## config.mk

```make
export PLATFORM = sky130hd
export DESIGN_NAME = ac_motor_pwm
export DESIGN_NICKNAME = d
export VERILOG_FILES = /design/src/rtl/ac_motor_pwm_pkg.sv /design/src/rtl/ac_motor_pwm_halfbridge.sv /design/src/rtl/ac_motor_pwm.sv
export SDC_FILE = /design/constraint.sdc
export NUM_CORES = 1
export LEC_CHECK = 0
export ABC_AREA = 1
export CORE_MARGIN = 3
export CORE_UTILIZATION = 35
export CTS_BUF_LIST = sky130_fd_sc_hd__clkbuf_4
export CTS_CLUSTER_DIAMETER = 50
export CTS_CLUSTER_SIZE = 14
export DETAILED_ROUTE_END_ITERATION = 8
export MAX_ROUTING_LAYER = met4
export PLACE_DENSITY = 0.51
export SLEW_MARGIN = 20
export SYNTH_ARGS = -nofsm -noshare
export SYNTH_HDL_FRONTEND = slang
export SYNTH_SLANG_ARGS = --single-unit
```

## constraint.sdc

```tcl
create_clock -name clk -period 2.45 [get_ports clk]
set_input_delay 0.49 -clock clk [delete_from_list [all_inputs] [get_ports clk]]
set_output_delay 0.49 -clock clk [all_outputs]
set_load 0.02 [all_outputs]
```

## src/rtl/ac_motor_pwm_pkg.sv

```systemverilog
// Shared definitions for the three-phase PWM modulator: phase FSM encoding and defaults.
// No logic; latency n/a; backpressure n/a.
package ac_motor_pwm_pkg;

    localparam int PWM_WIDTH    = 24;
    localparam int PWM_DEADTIME = 50;
    localparam int PWM_DT_BITS  = 10;

    // Smallest counter width that can hold DEADTIME-1 while keeping 2^bits > DEADTIME.
    function automatic int dt_bits_min(input int deadtime);
        return (deadtime < 2) ? 1 : $clog2(deadtime + 1);
    endfunction

    localparam int PWM_DT_BITS_MIN = dt_bits_min(PWM_DEADTIME);

    typedef logic [1:0] phase_state_t;

    localparam logic [1:0] PH_OFF  = 2'd0;
    localparam logic [1:0] PH_HIGH = 2'd1;
    localparam logic [1:0] PH_LOW  = 2'd2;
    localparam logic [1:0] PH_DT   = 2'd3;

endpackage

```

## src/rtl/ac_motor_pwm_halfbridge.sv

```systemverilog
// One half-bridge: OFF/HIGH/LOW/DT state machine with a dead-time counter between switch changes.
// Latency: gate off 1 clk after want_high flips; opposite gate on DEADTIME+1 clks after.
// Backpressure: none; run low forces OFF on the next edge, overriding every other transition.
module ac_motor_pwm_halfbridge
    import ac_motor_pwm_pkg::*;
#(
    parameter int DEADTIME = PWM_DEADTIME,
    parameter int DT_BITS  = PWM_DT_BITS
) (
    input  logic clk,
    input  logic reset,
    input  logic run,
    input  logic want_high,
    output logic gate_h,
    output logic gate_l
);

    localparam logic [DT_BITS-1:0] DT_LOAD = DT_BITS'(DEADTIME - 1);
    localparam logic [DT_BITS-1:0] DT_ONE  = DT_BITS'(1);

    phase_state_t       state;
    phase_state_t       state_nxt;
    logic [DT_BITS-1:0] dt_cnt;
    logic [DT_BITS-1:0] dt_cnt_nxt;

    always_comb begin
        state_nxt  = state;
        dt_cnt_nxt = dt_cnt;
        if (!run) begin
            state_nxt  = PH_OFF;
            dt_cnt_nxt = '0;
        end else begin
            case (state)
                PH_OFF: begin
                    state_nxt  = PH_DT;
                    dt_cnt_nxt = DT_LOAD;
                end
                PH_HIGH: begin
                    if (!want_high) begin
                        state_nxt  = PH_DT;
                        dt_cnt_nxt = DT_LOAD;
                    end
                end
                PH_LOW: begin
                    if (want_high) begin
                        state_nxt  = PH_DT;
                        dt_cnt_nxt = DT_LOAD;
                    end
                end
                default: begin
                    // A reversal while counting does not reload; the side is chosen at exit.
                    if (dt_cnt == '0) begin
                        state_nxt = want_high ? PH_HIGH : PH_LOW;
                    end else begin
                        dt_cnt_nxt = dt_cnt - DT_ONE;
                    end
                end
            endcase
        end
    end

    // Gates are decoded from the next state so they track the state register exactly,
    // which makes high and low mutually exclusive by construction.
    always_ff @(posedge clk) begin
        if (reset) begin
            state  <= PH_OFF;
            dt_cnt <= '0;
            gate_h <= 1'b0;
            gate_l <= 1'b0;
        end else begin
            state  <= state_nxt;
            dt_cnt <= dt_cnt_nxt;
            gate_h <= (state_nxt == PH_HIGH);
            gate_l <= (state_nxt == PH_LOW);
        end
    end

endmodule

```

## src/rtl/ac_motor_pwm.sv

```systemverilog
// Three-phase PWM modulator: double-buffered references compared against the triangle carrier.
// Latency: update 1 clk after an extremum sample; gates as per half-bridge (1 clk off, DEADTIME+1 on).
// Backpressure: none; enable or lock low forces all gates off, references keep tracking.
module ac_motor_pwm
    import ac_motor_pwm_pkg::*;
#(
    parameter int WIDTH    = PWM_WIDTH,
    parameter int DEADTIME = PWM_DEADTIME,
    parameter int DT_BITS  = PWM_DT_BITS
) (
    input  logic                    clk,
    input  logic                    reset,
    input  logic                    enable,
    input  logic                    lock,
    input  logic signed [WIDTH-1:0] triangle,
    input  logic signed [WIDTH-1:0] ref_u,
    input  logic signed [WIDTH-1:0] ref_v,
    input  logic signed [WIDTH-1:0] ref_w,
    output logic                    update,
    output logic                    gate_uh,
    output logic                    gate_ul,
    output logic                    gate_vh,
    output logic                    gate_vl,
    output logic                    gate_wh,
    output logic                    gate_wl
);

    logic signed [WIDTH-1:0] tri_prev;
    logic signed [WIDTH-1:0] shadow_u;
    logic signed [WIDTH-1:0] shadow_v;
    logic signed [WIDTH-1:0] shadow_w;
    logic                    slope_up;

    logic peak;
    logic valley;
    logic extremum;
    logic run;
    logic want_u;
    logic want_v;
    logic want_w;

    // Equal consecutive samples are neither a peak nor a valley, so plateaus keep the slope.
    assign peak     = slope_up  && (triangle < tri_prev);
    assign valley   = !slope_up && (triangle > tri_prev);
    assign extremum = peak || valley;
    assign run      = enable && lock;

    always_ff @(posedge clk) begin
        if (reset) begin
            tri_prev <= '0;
            slope_up <= 1'b1;
            shadow_u <= '0;
            shadow_v <= '0;
            shadow_w <= '0;
            update   <= 1'b0;
        end else begin
            tri_prev <= triangle;
            update   <= extremum;
            if (extremum) begin
                shadow_u <= ref_u;
                shadow_v <= ref_v;
                shadow_w <= ref_w;
                slope_up <= !slope_up;
            end
        end
    end

    assign want_u = (shadow_u > triangle);
    assign want_v = (shadow_v > triangle);
    assign want_w = (shadow_w > triangle);

    ac_motor_pwm_halfbridge #(
        .DEADTIME (DEADTIME),
        .DT_BITS  (DT_BITS)
    ) u_hb_u (
        .clk       (clk),
        .reset     (reset),
        .run       (run),
        .want_high (want_u),
        .gate_h    (gate_uh),
        .gate_l    (gate_ul)
    );

    ac_motor_pwm_halfbridge #(
        .DEADTIME (DEADTIME),
        .DT_BITS  (DT_BITS)
    ) u_hb_v (
        .clk       (clk),
        .reset     (reset),
        .run       (run),
        .want_high (want_v),
        .gate_h    (gate_vh),
        .gate_l    (gate_vl)
    );

    ac_motor_pwm_halfbridge #(
        .DEADTIME (DEADTIME),
        .DT_BITS  (DT_BITS)
    ) u_hb_w (
        .clk       (clk),
        .reset     (reset),
        .run       (run),
        .want_high (want_w),
        .gate_h    (gate_wh),
        .gate_l    (gate_wl)
    );

endmodule

```

### After elaboration in Yosys (flattened, before gate mapping)

Cells that the tools add are included.

* register bits after elaboration: 140
* bits in latches: 0
* bits in writable memories: 0
* memory bits (read-only): 0
* output and inout port bits: 7
* logic and storage cells: 93
* memories kept: 0

* $add $sub $neg: 3
* multipliers: 0
* divide/modulo/power cells: 0
* $lt $le $gt $ge: 5
* equality and inequality tests: 21
* shift operators: 0
* multiplexer cells: 30
* bitwise logic cells: 1
* reductions and logical operators: 15

Operators by type and width (number)
* greater-than comparator 24 bit: 4
* two-way mux 10 bit: 9
* one-hot mux 10 bit (3 select lines): 3
* logical NOT 10 bit: 3
* two-way mux 2 bit: 15
* subtractor 10 x 1 -> 10 bit (second input constant): 3
* less-than comparator 24 bit: 1
* one-hot mux 2 bit (3 select lines): 3
* equality test 2 x 1 -> 1 bit (second input constant): 6
* equality test 2 bit (second input constant): 6
* != test 4 bit (second input constant): 3
* AND reduction 3 bit: 3
* logical NOT 2 bit: 3
* != test 2 x 1 -> 1 bit (second input constant): 3
* != test 2 bit (second input constant): 3
* logical AND 1 bit: 3
* OR reduction 2 bit: 1
* logical NOT 1 bit: 1
* logical OR 1 bit: 1
* inverter 1 bit: 1

### Longest topological paths before layout

Gate-level depths: netlist of run 1.

* depth in word-level cells: 6
* depth in mapped cells: 19

### Hierarchy

Synthesis of run 1 repeated with hierarchy kept, for this count alone.

* cell total of the unflattened synthesis: 1236
* area total of the unflattened synthesis: 8486.9 um2

Modules (own cells, without submodules)
* ac_motor_pwm: times used 1, cells an instance 879, area an instance 6227.2 um2, sequential area each 1961.9 um2
* ac_motor_pwm_halfbridge: times used 3, cells an instance 119, area an instance 753.2 um2, sequential area each 280.3 um2

### Least setup slack after synthesis of run 1

Ideal clock, no wire load.

* path kind: input to register
* from: input triangle[21]
* to: register shadow_u[0]
* library setup time: 0.071 ns
* arrival: 2.083 ns
* data required time: 2.379 ns
* path slack: 0.296 ns
* stages: 13
* buffers on the path: 1
* cells stage by stage: ha_1 > nand2_1 > inv_1 > o21ai_1 > nand2_1 > nor2_1 > nand4_2 > nand2_2 > nand2_4 > nand2_8 > buf_12 > nand2_4 > a21oi_2

* longest elaborated chain between the ends: 3
* elaborated cells on any way between the ends: 5
* those cells by class: 2 x order compare; 3 x reduce/logical

Ends and longest elaborated chain
* from (decl): RTL line ac_motor_pwm.sv:15 `input logic signed [WIDTH-1:0] triangle,`
* less-than comparator 24 bit or greater-than comparator 24 bit (tied branches): RTL line ac_motor_pwm.sv:43, ac_motor_pwm.sv:44
* logical AND 1 bit, on equally long branches: RTL line ac_motor_pwm.sv:43, ac_motor_pwm.sv:44
* logical OR 1 bit (*): RTL line ac_motor_pwm.sv:45 `assign extremum = peak || valley;`
* to (signal assigned): RTL line ac_motor_pwm.sv:60 `shadow_u <= ref_u;`
* to (decl): RTL line ac_motor_pwm.sv:29 `logic signed [WIDTH-1:0] shadow_u;`

Mark *: on every way between the ends. The rest lies on a longest branch, timed or not.
A chain may end at the register's enable or synchronous reset.

### Worst setup path after layout of run 1

* from: register tri_prev[15]
* to: register shadow_w[21]

* longest elaborated chain between the ends: 3
* elaborated cells on any way between the ends: 5
* those cells by class: 2 x order compare; 3 x reduce/logical

Ends and longest elaborated chain
* from (decl): RTL line ac_motor_pwm.sv:28 `logic signed [WIDTH-1:0] tri_prev;`
* from (signal assigned): RTL line ac_motor_pwm.sv:57 `tri_prev <= triangle;`
* less-than comparator 24 bit or greater-than comparator 24 bit (tied branches): RTL line ac_motor_pwm.sv:43, ac_motor_pwm.sv:44
* logical AND 1 bit, on equally long branches: RTL line ac_motor_pwm.sv:43, ac_motor_pwm.sv:44
* logical OR 1 bit (*): RTL line ac_motor_pwm.sv:45
* to (signal assigned): RTL line ac_motor_pwm.sv:62 `shadow_w <= ref_w;`
* to (decl): RTL line ac_motor_pwm.sv:31 `logic signed [WIDTH-1:0] shadow_w;`

Marked as above.

==> results_dict.tcl, run 1 <==
set metrics [dict create \
    drt-met1-wl_mm 12.7 \
    timing.clock.skew_ns 0.0242 \
    cts_tree "built" \
    dpl_worst_slack_ns -0.606 \
    cp.required_ns 2.85 \
    critPathMaxFanout 6 \
    cts_max_path_buffers 2 \
    dr_wl_met2_mm 11.7 \
    clkTransAtPathRegs_ns 0.14 \
    synthCells 1120 \
    ys_seq_area_share_pct 31.3 \
    hpwlAfterDp_mm 17.1 \
    core_mm2 0.0247 \
    final.setup.tns_ns 0 \
    dr.pass1.iters 5 \
    overflow 0 \
    setup_ws_ns 0.0219 \
    setup_viol_count_final 0 \
    layout_commonest_cell "nand2_1" \
    antenna_found_initial 1 \
    clkLatencyLatePin_ns 0.55 \
    synth.area.top_cells "dfxtp_1, ha_1, nand2_4, nand2_1, a21oi_2" \
    cp.arrival_ns 2.83 \
    relSlewSlack_pct 50.1 \
    track_usage_pct 17.3 \
    path_class "flop to flop" \
    io_buffer_count 106 \
    cts_root_buf "clkbuf_4" \
    status "completed" \
    synth_top_area_share_pct 31.3 \
    seq_power_share_pct 39.2 \
    endpoint_kind "flop" \
    pwr-share-comb_pct 35.8 \
    crit_buf_inv 3 \
    final_core_util_pct 48.0 \
    pin_count 107 \
    yosysWarnings 0 \
    rsz0062_at_grt "true" \
    h-tree-depth 4 \
    start_util_pct 36.2 \
    power.total_uw 6770 \
    grt_pass1_wl_mm 38.0 \
    fin_crit_sh_pct 99.1 \
    maxUsedRoutingLayer "met4" \
    crit_slowest_cell "dfxtp_2" \
    dieArea_mm2 0.0275 \
    clkPwrFrac_pct 25.0 \
    drv_slew 0 \
    clkSinkCount 140 \
    post-route-min-period_ns 2.43 \
    vias 7813 \
    area_growth_pct 32.5 \
    fp.dieW_um 166 \
    ys_ff_latch 140 \
    hold_viol 0 \
    power_density_mw_per_mm2 570 \
    wl_per_cell_um 15.6 \
    ant_nets 0 \
    grt_max_degree 99 \
    syn-num-nets 1319 \
    ir_drop_mv 0.263 \
    syn_area_per_cell_um2 8.00 \
    drc 0 \
    synth_top_area_cell "dfxtp_1" \
    vias_per_cell 4.76 \
    cap_violations 0 \
    dieHeight_um 166 \
    critical_path.cell_chain "inv_2 -> ha_4 -> nand2_2 -> nor2_2 -> nand4_1 -> nor3_4 -> nand2_2 -> nand3_2 -> nand2_4 -> nand3_4 -> buf_12 -> nand2_8 -> clkbuf_16 -> nand2_4 -> a21oi_2" \
    final_cells 1640 \
    synth_cell_type_count 35 \
    p_int_uw 4330 \
    first_iter_violations 372 \
    hold_buffers 0 \
    gp_congestion 0.795 \
    p_sw_uw 2440 \
    layout_common_cells "nand2_1, dfxtp_1, inv_1, nor2_1, clkdlybuf4s50_1" \
    wl_mm 25.6 \
    num-nets-final 1501 \
    switching_share_pct 36.0 \
    drive_gt1_share_pct 26.2 \
    dr_wl_met3_um 859 \
    worst_pin_slew_ns 0.749 \
    hold_path.class "primary input to flop" \
    crit_path_start_kind "flop" \
    place_inst 1588 \
    leakage_uw 0.00592 \
    numCtsBuffers 17 \
    rows 57 \
    clock.fmax_mhz 412 \
    synth_area_mm2 0.00896 \
    cpLargestDelayFamily "simple AND/OR/NAND/NOR gates" \
    grt_pass1_vias 7411 \
    max_stage_delay_ns 0.35 \
]
[synth_stat cells, drive strengths merged]
master    n
clkbuf   17
clkinv    1
nor3      9
a21oi   133
or3       1
nand4    50
o21ai    11
o21bai    2
xnor2     3
nor2    107
nand3b    1
ha       99
o31ai     1
inv     123
nand2   258
dfxtp   140
nor4      4
o211ai    1
a21o      6
buf      27
o21a      1
nand3   103
xor2     12
or2      10
[state kept, by name (all words and copies together), names as in the netlist]
name / flops
u_hb_v.gate_h: 1
shadow_u: 24
tri_prev: 24
u_hb_v.gate_l: 1
u_hb_w.state: 2
update: 1
u_hb_u.state: 2
slope_up: 1
u_hb_v.dt_cnt: 10
u_hb_w.gate_l: 1
u_hb_u.gate_h: 1
u_hb_w.dt_cnt: 10
u_hb_v.state: 2
shadow_v: 24
u_hb_u.dt_cnt: 10
shadow_w: 24
u_hb_w.gate_h: 1
u_hb_u.gate_l: 1
[per-stage QoR]
step	instance area [µm²]	hold WS (ns)
floorplan	8960	0.441
global placement	10900	0.450
detailed placement	10900	0.462
CTS	11200	0.337
global route	11900	0.223
finish	11900	0.245
[what timing repair did]
item / CTS / global route
buffers inserted: 0 / 3
gates resized for setup: 2 / 80
gates cloned: 1 / 15
pin swaps: 0 / 19
setup endpoints to repair: 11 / 112
[cell type report]
class                           count  area (µm²)
Sequential cell                   140        2810
Timing Repair Buffer              203        2180
Fill cell                        2459       12900
Clock inverter                     13         166
Tap cell                          324         405
Clock buffer                       19         143
Inverter                          124         465
Antenna cell                        1        2.50
Multi-Input combinational cell    816        5700
[power by group through the flow]
stage	sequential [µW]	combinational (µW)	clock [µW]
3_3_place_gp	2700	2020	0
2_1_floorplan	2660	1400	0
6_report	2650	2420	1690
3_5_place_dp	2700	2040	0
5_1_grt	2680	2660	1840
4_1_cts	2650	2070	1750
[logic make-up (layout without fill, tap and decap cells)]
kind of cell / after synthesis / after routing / synth area share [%]
fa+ha+maj: 99 / 99 / 13.8
simple gates: 543 / 547 / 33.0
other cells: 0 / 1 / 0
xor+xnor: 15 / 15 / 1.47
flops: 140 / 140 / 31.3
buf+inv: 168 / 359 / 8.59
compound gates: 155 / 155 / 11.9
[per-layer routing]
layer	GRT usage, %	vias up
met5	-	-
li1	-	4095
met2	26.9	141
met4	3.83	0
met3	3.05	18
met1	23.6	3559
[tightest hold or removal path, delay by kind of cell]
kind	cells	cell delay [ns]
AND/OR/NAND/NOR	1	0.08
buffers and inverters	2	0.20
[worst paths after layout]
kind | start | end | slack [ns] | cells past startpoint
setup / recovery | tri_prev[15] | shadow_w[21] | 0.02 | 15
hold / removal | triangle[15] | tri_prev[15] | 0.25 | 3
setup reg to reg | tri_prev[15] | shadow_w[21] | 0.02 | 15
hold reg to reg | u_hb_v.dt_cnt[9] | u_hb_v.dt_cnt[9] | 0.47 | 2
Note: power is estimated with default switching activity, not from simulation.
==> inputs of run 2 (changes only) <==
--- a/config.mk
+++ b/config.mk
@@ -14,6 +14,7 @@
 export DETAILED_ROUTE_END_ITERATION = 8
 export MAX_ROUTING_LAYER = met4
 export PLACE_DENSITY = 0.51
+export REMOVE_ABC_BUFFERS = 1
 export SLEW_MARGIN = 20
 export SYNTH_ARGS = -nofsm -noshare
 export SYNTH_HDL_FRONTEND = slang
==> run 2 against run 1 <==
Effect of this change: core utilization is 0.28 points lower; final cell count grew 0.67%; register-to-register slack better by 0.04 ns; first-iteration DRC count fell by 16%; via count is 1.2% lower; setup slack got worse by 0.015 ns; critical path type is now primary input to flop; highest routed layer unchanged.
==> results_dict.tcl, run 2 (synthesis results as in run 1) <==
set metrics [dict create \
    crit-reg2reg-launch "tri_prev[15]" \
    reg2reg_depth 14 \
    hpwlAfterDp_mm 17.4 \
    cp.required_ns 2.92 \
    layout_common_cells "nand2_1, dfxtp_1, inv_1, nor2_1, ha_1" \
    cts_tree "built" \
    switching_share_pct 34.7 \
    drive_gt1_share_pct 27.0 \
    power.total_uw 6580 \
    antenna_found_initial 1 \
    rsz0062_at_grt "true" \
    setup_viol_count_final 0 \
    fp.dieW_um 166 \
    timing.clock.skew_ns 0.0279 \
    clkPwrFrac_pct 24.9 \
    cp.arrival_ns 2.91 \
    grt_pass1_vias 7413 \
    io_buffer_count 106 \
    first_iter_violations 311 \
    track_usage_pct 17.3 \
    rows 57 \
    cts_root_buf "clkbuf_4" \
    clkSinkCount 140 \
    pwr-share-comb_pct 34.9 \
    fin_crit_sh_pct 99.7 \
    h-tree-depth 4 \
    clock.fmax_mhz 409 \
    leakage_uw 0.00595 \
    worst_pin_slew_ns 0.471 \
    place_inst 1606 \
    cts_max_path_buffers 2 \
    hp-start "triangle[12]" \
    placed_area_mm2 0.0110 \
    numCtsBuffers 17 \
    worst_hold_path.endpoint "tri_prev[12]" \
    wl_mm 23.7 \
    hold_depth 3 \
    dieHeight_um 166 \
    clkLatencyLatePin_ns 0.55 \
    cap_violations 0 \
    dr.pass1.iters 5 \
    start_util_pct 36.2 \
    clkTransAtPathRegs_ns 0.14 \
    critical_path.cell_chain "clkdlybuf4s50_1 -> buf_4 -> ha_1 -> nand2_1 -> inv_1 -> o21ai_1 -> a21oi_1 -> nor2_2 -> nand3_2 -> nand2_2 -> nand3_4 -> nand2_8 -> clkbuf_16 -> nand2_4 -> a21oi_2" \
    vias_per_cell 4.68 \
    overflow 0 \
    crit_path_start_kind "primary input" \
    max_stage_delay_ns 0.48 \
    ant_nets 0 \
    wl_per_cell_um 14.4 \
    seq_power_share_pct 40.2 \
    critPathMaxFanout 8 \
    ir_drop_mv 0.289 \
    final_core_util_pct 47.7 \
    hold_viol 0 \
    drc 0 \
    final_area_mm2 0.0118 \
    dieArea_mm2 0.0275 \
    layout_commonest_cell "nand2_1" \
    relSlewSlack_pct 68.6 \
    core_mm2 0.0247 \
    endpoint_kind "flop" \
    post-route-min-period_ns 2.44 \
    vias 7722 \
    path_class "primary input to flop" \
    r2r_slack_ns 0.06 \
    hold_buffers 0 \
    r2r_end "shadow_u[7]" \
    pin_count 107 \
    power_density_mw_per_mm2 558 \
    grt_pass1_wl_mm 38.2 \
    crit_slowest_cell "clkdlybuf4s50_1" \
    num-nets-final 1512 \
    final_cells 1651 \
    hold_path.class "primary input to flop" \
    status "completed" \
    p_int_uw 4300 \
    gp_congestion 0.823 \
    grt_max_degree 54 \
    p_sw_uw 2280 \
    drv_slew 0 \
    n_fill_cell 2448 \
    area_growth_pct 31.7 \
]
run 2: metrics by stage:
step	hold slack [ns]	TNS, ns	setup slack (ns)
finish	0.251	0	0.00642
global route	0.228	-3.19	-0.111
CTS	0.416	0	0.0136
detailed placement	0.455	-66.47	-0.638
global placement	0.450	-58.24	-0.560
floorplan	0.435	-46.97	-0.708
run 2: timing repair:
item / CTS / global route
gates cloned: 0 / 8
setup buffers: 0 / 4
setup endpoints to repair: 55 / 110
pin swaps: 0 / 17
gates resized for setup: 2 / 78
run 2: worst max-delay path by stage:
stage | slack, ns | from | cells past startpoint | endpoint
3_5_place_dp | -0.64 | triangle[15] | 15 | shadow_v[1]
5_1_grt | -0.11 | tri_prev[14] | 14 | shadow_u[7]
2_1_floorplan | -0.71 | triangle[21] | 12 | shadow_w[0]
4_1_cts | 0.01 | triangle[23] | 15 | shadow_w[8]
3_3_place_gp | -0.56 | triangle[23] | 15 | u_hb_u.gate_l
6_report | 0.006 | triangle[17] | 15 | shadow_u[7]
run 2: final cells by class:
class | count | area [µm²] | share of cell area [%]
clock buffers | 21 | 158 | 1.34
multi-input cells | 813 | 5600 | 47.5
inverters | 124 | 465 | 3.94
clock inverters | 11 | 145 | 1.23
diodes | 1 | 2.50 | 0.0212
flip-flops and latches | 140 | 2810 | 23.8
repair buffers | 217 | 2220 | 18.8
well taps | 324 | 405 | 3.44
run 2: metal layers:
| layer | global-route usage, % | part of all wire [%] | up-vias |
|---|---|---|---|
| met5 | - | 0 | - |
| met3 | 3.07 | 3.2 | 18 |
| li1 | - | - | 4108 |
| met4 | 4.30 | 1.4 | 0 |
| met1 | 23.4 | 50 | 3477 |
| met2 | 27.2 | 46 | 119 |
run 2: worst max-delay path, delay by kind of cell:
family / cells / cell delay, ns
AOI/OAI and AO/OA: 3 / 0.32
buffers and inverters: 4 / 0.90
adders and majority gates: 1 / 0.31
and+or+nand+nor: 7 / 0.88
run 2: power groups by stage:
stage	clock network [µW]	logic [µW]	registers (µW)
final	1640	2300	2640
after global routing	1790	2550	2670
after CTS	1700	2080	2640
after detailed placement	0	2070	2690
after global placement	0	2050	2690
after floorplan	0	1230	2660
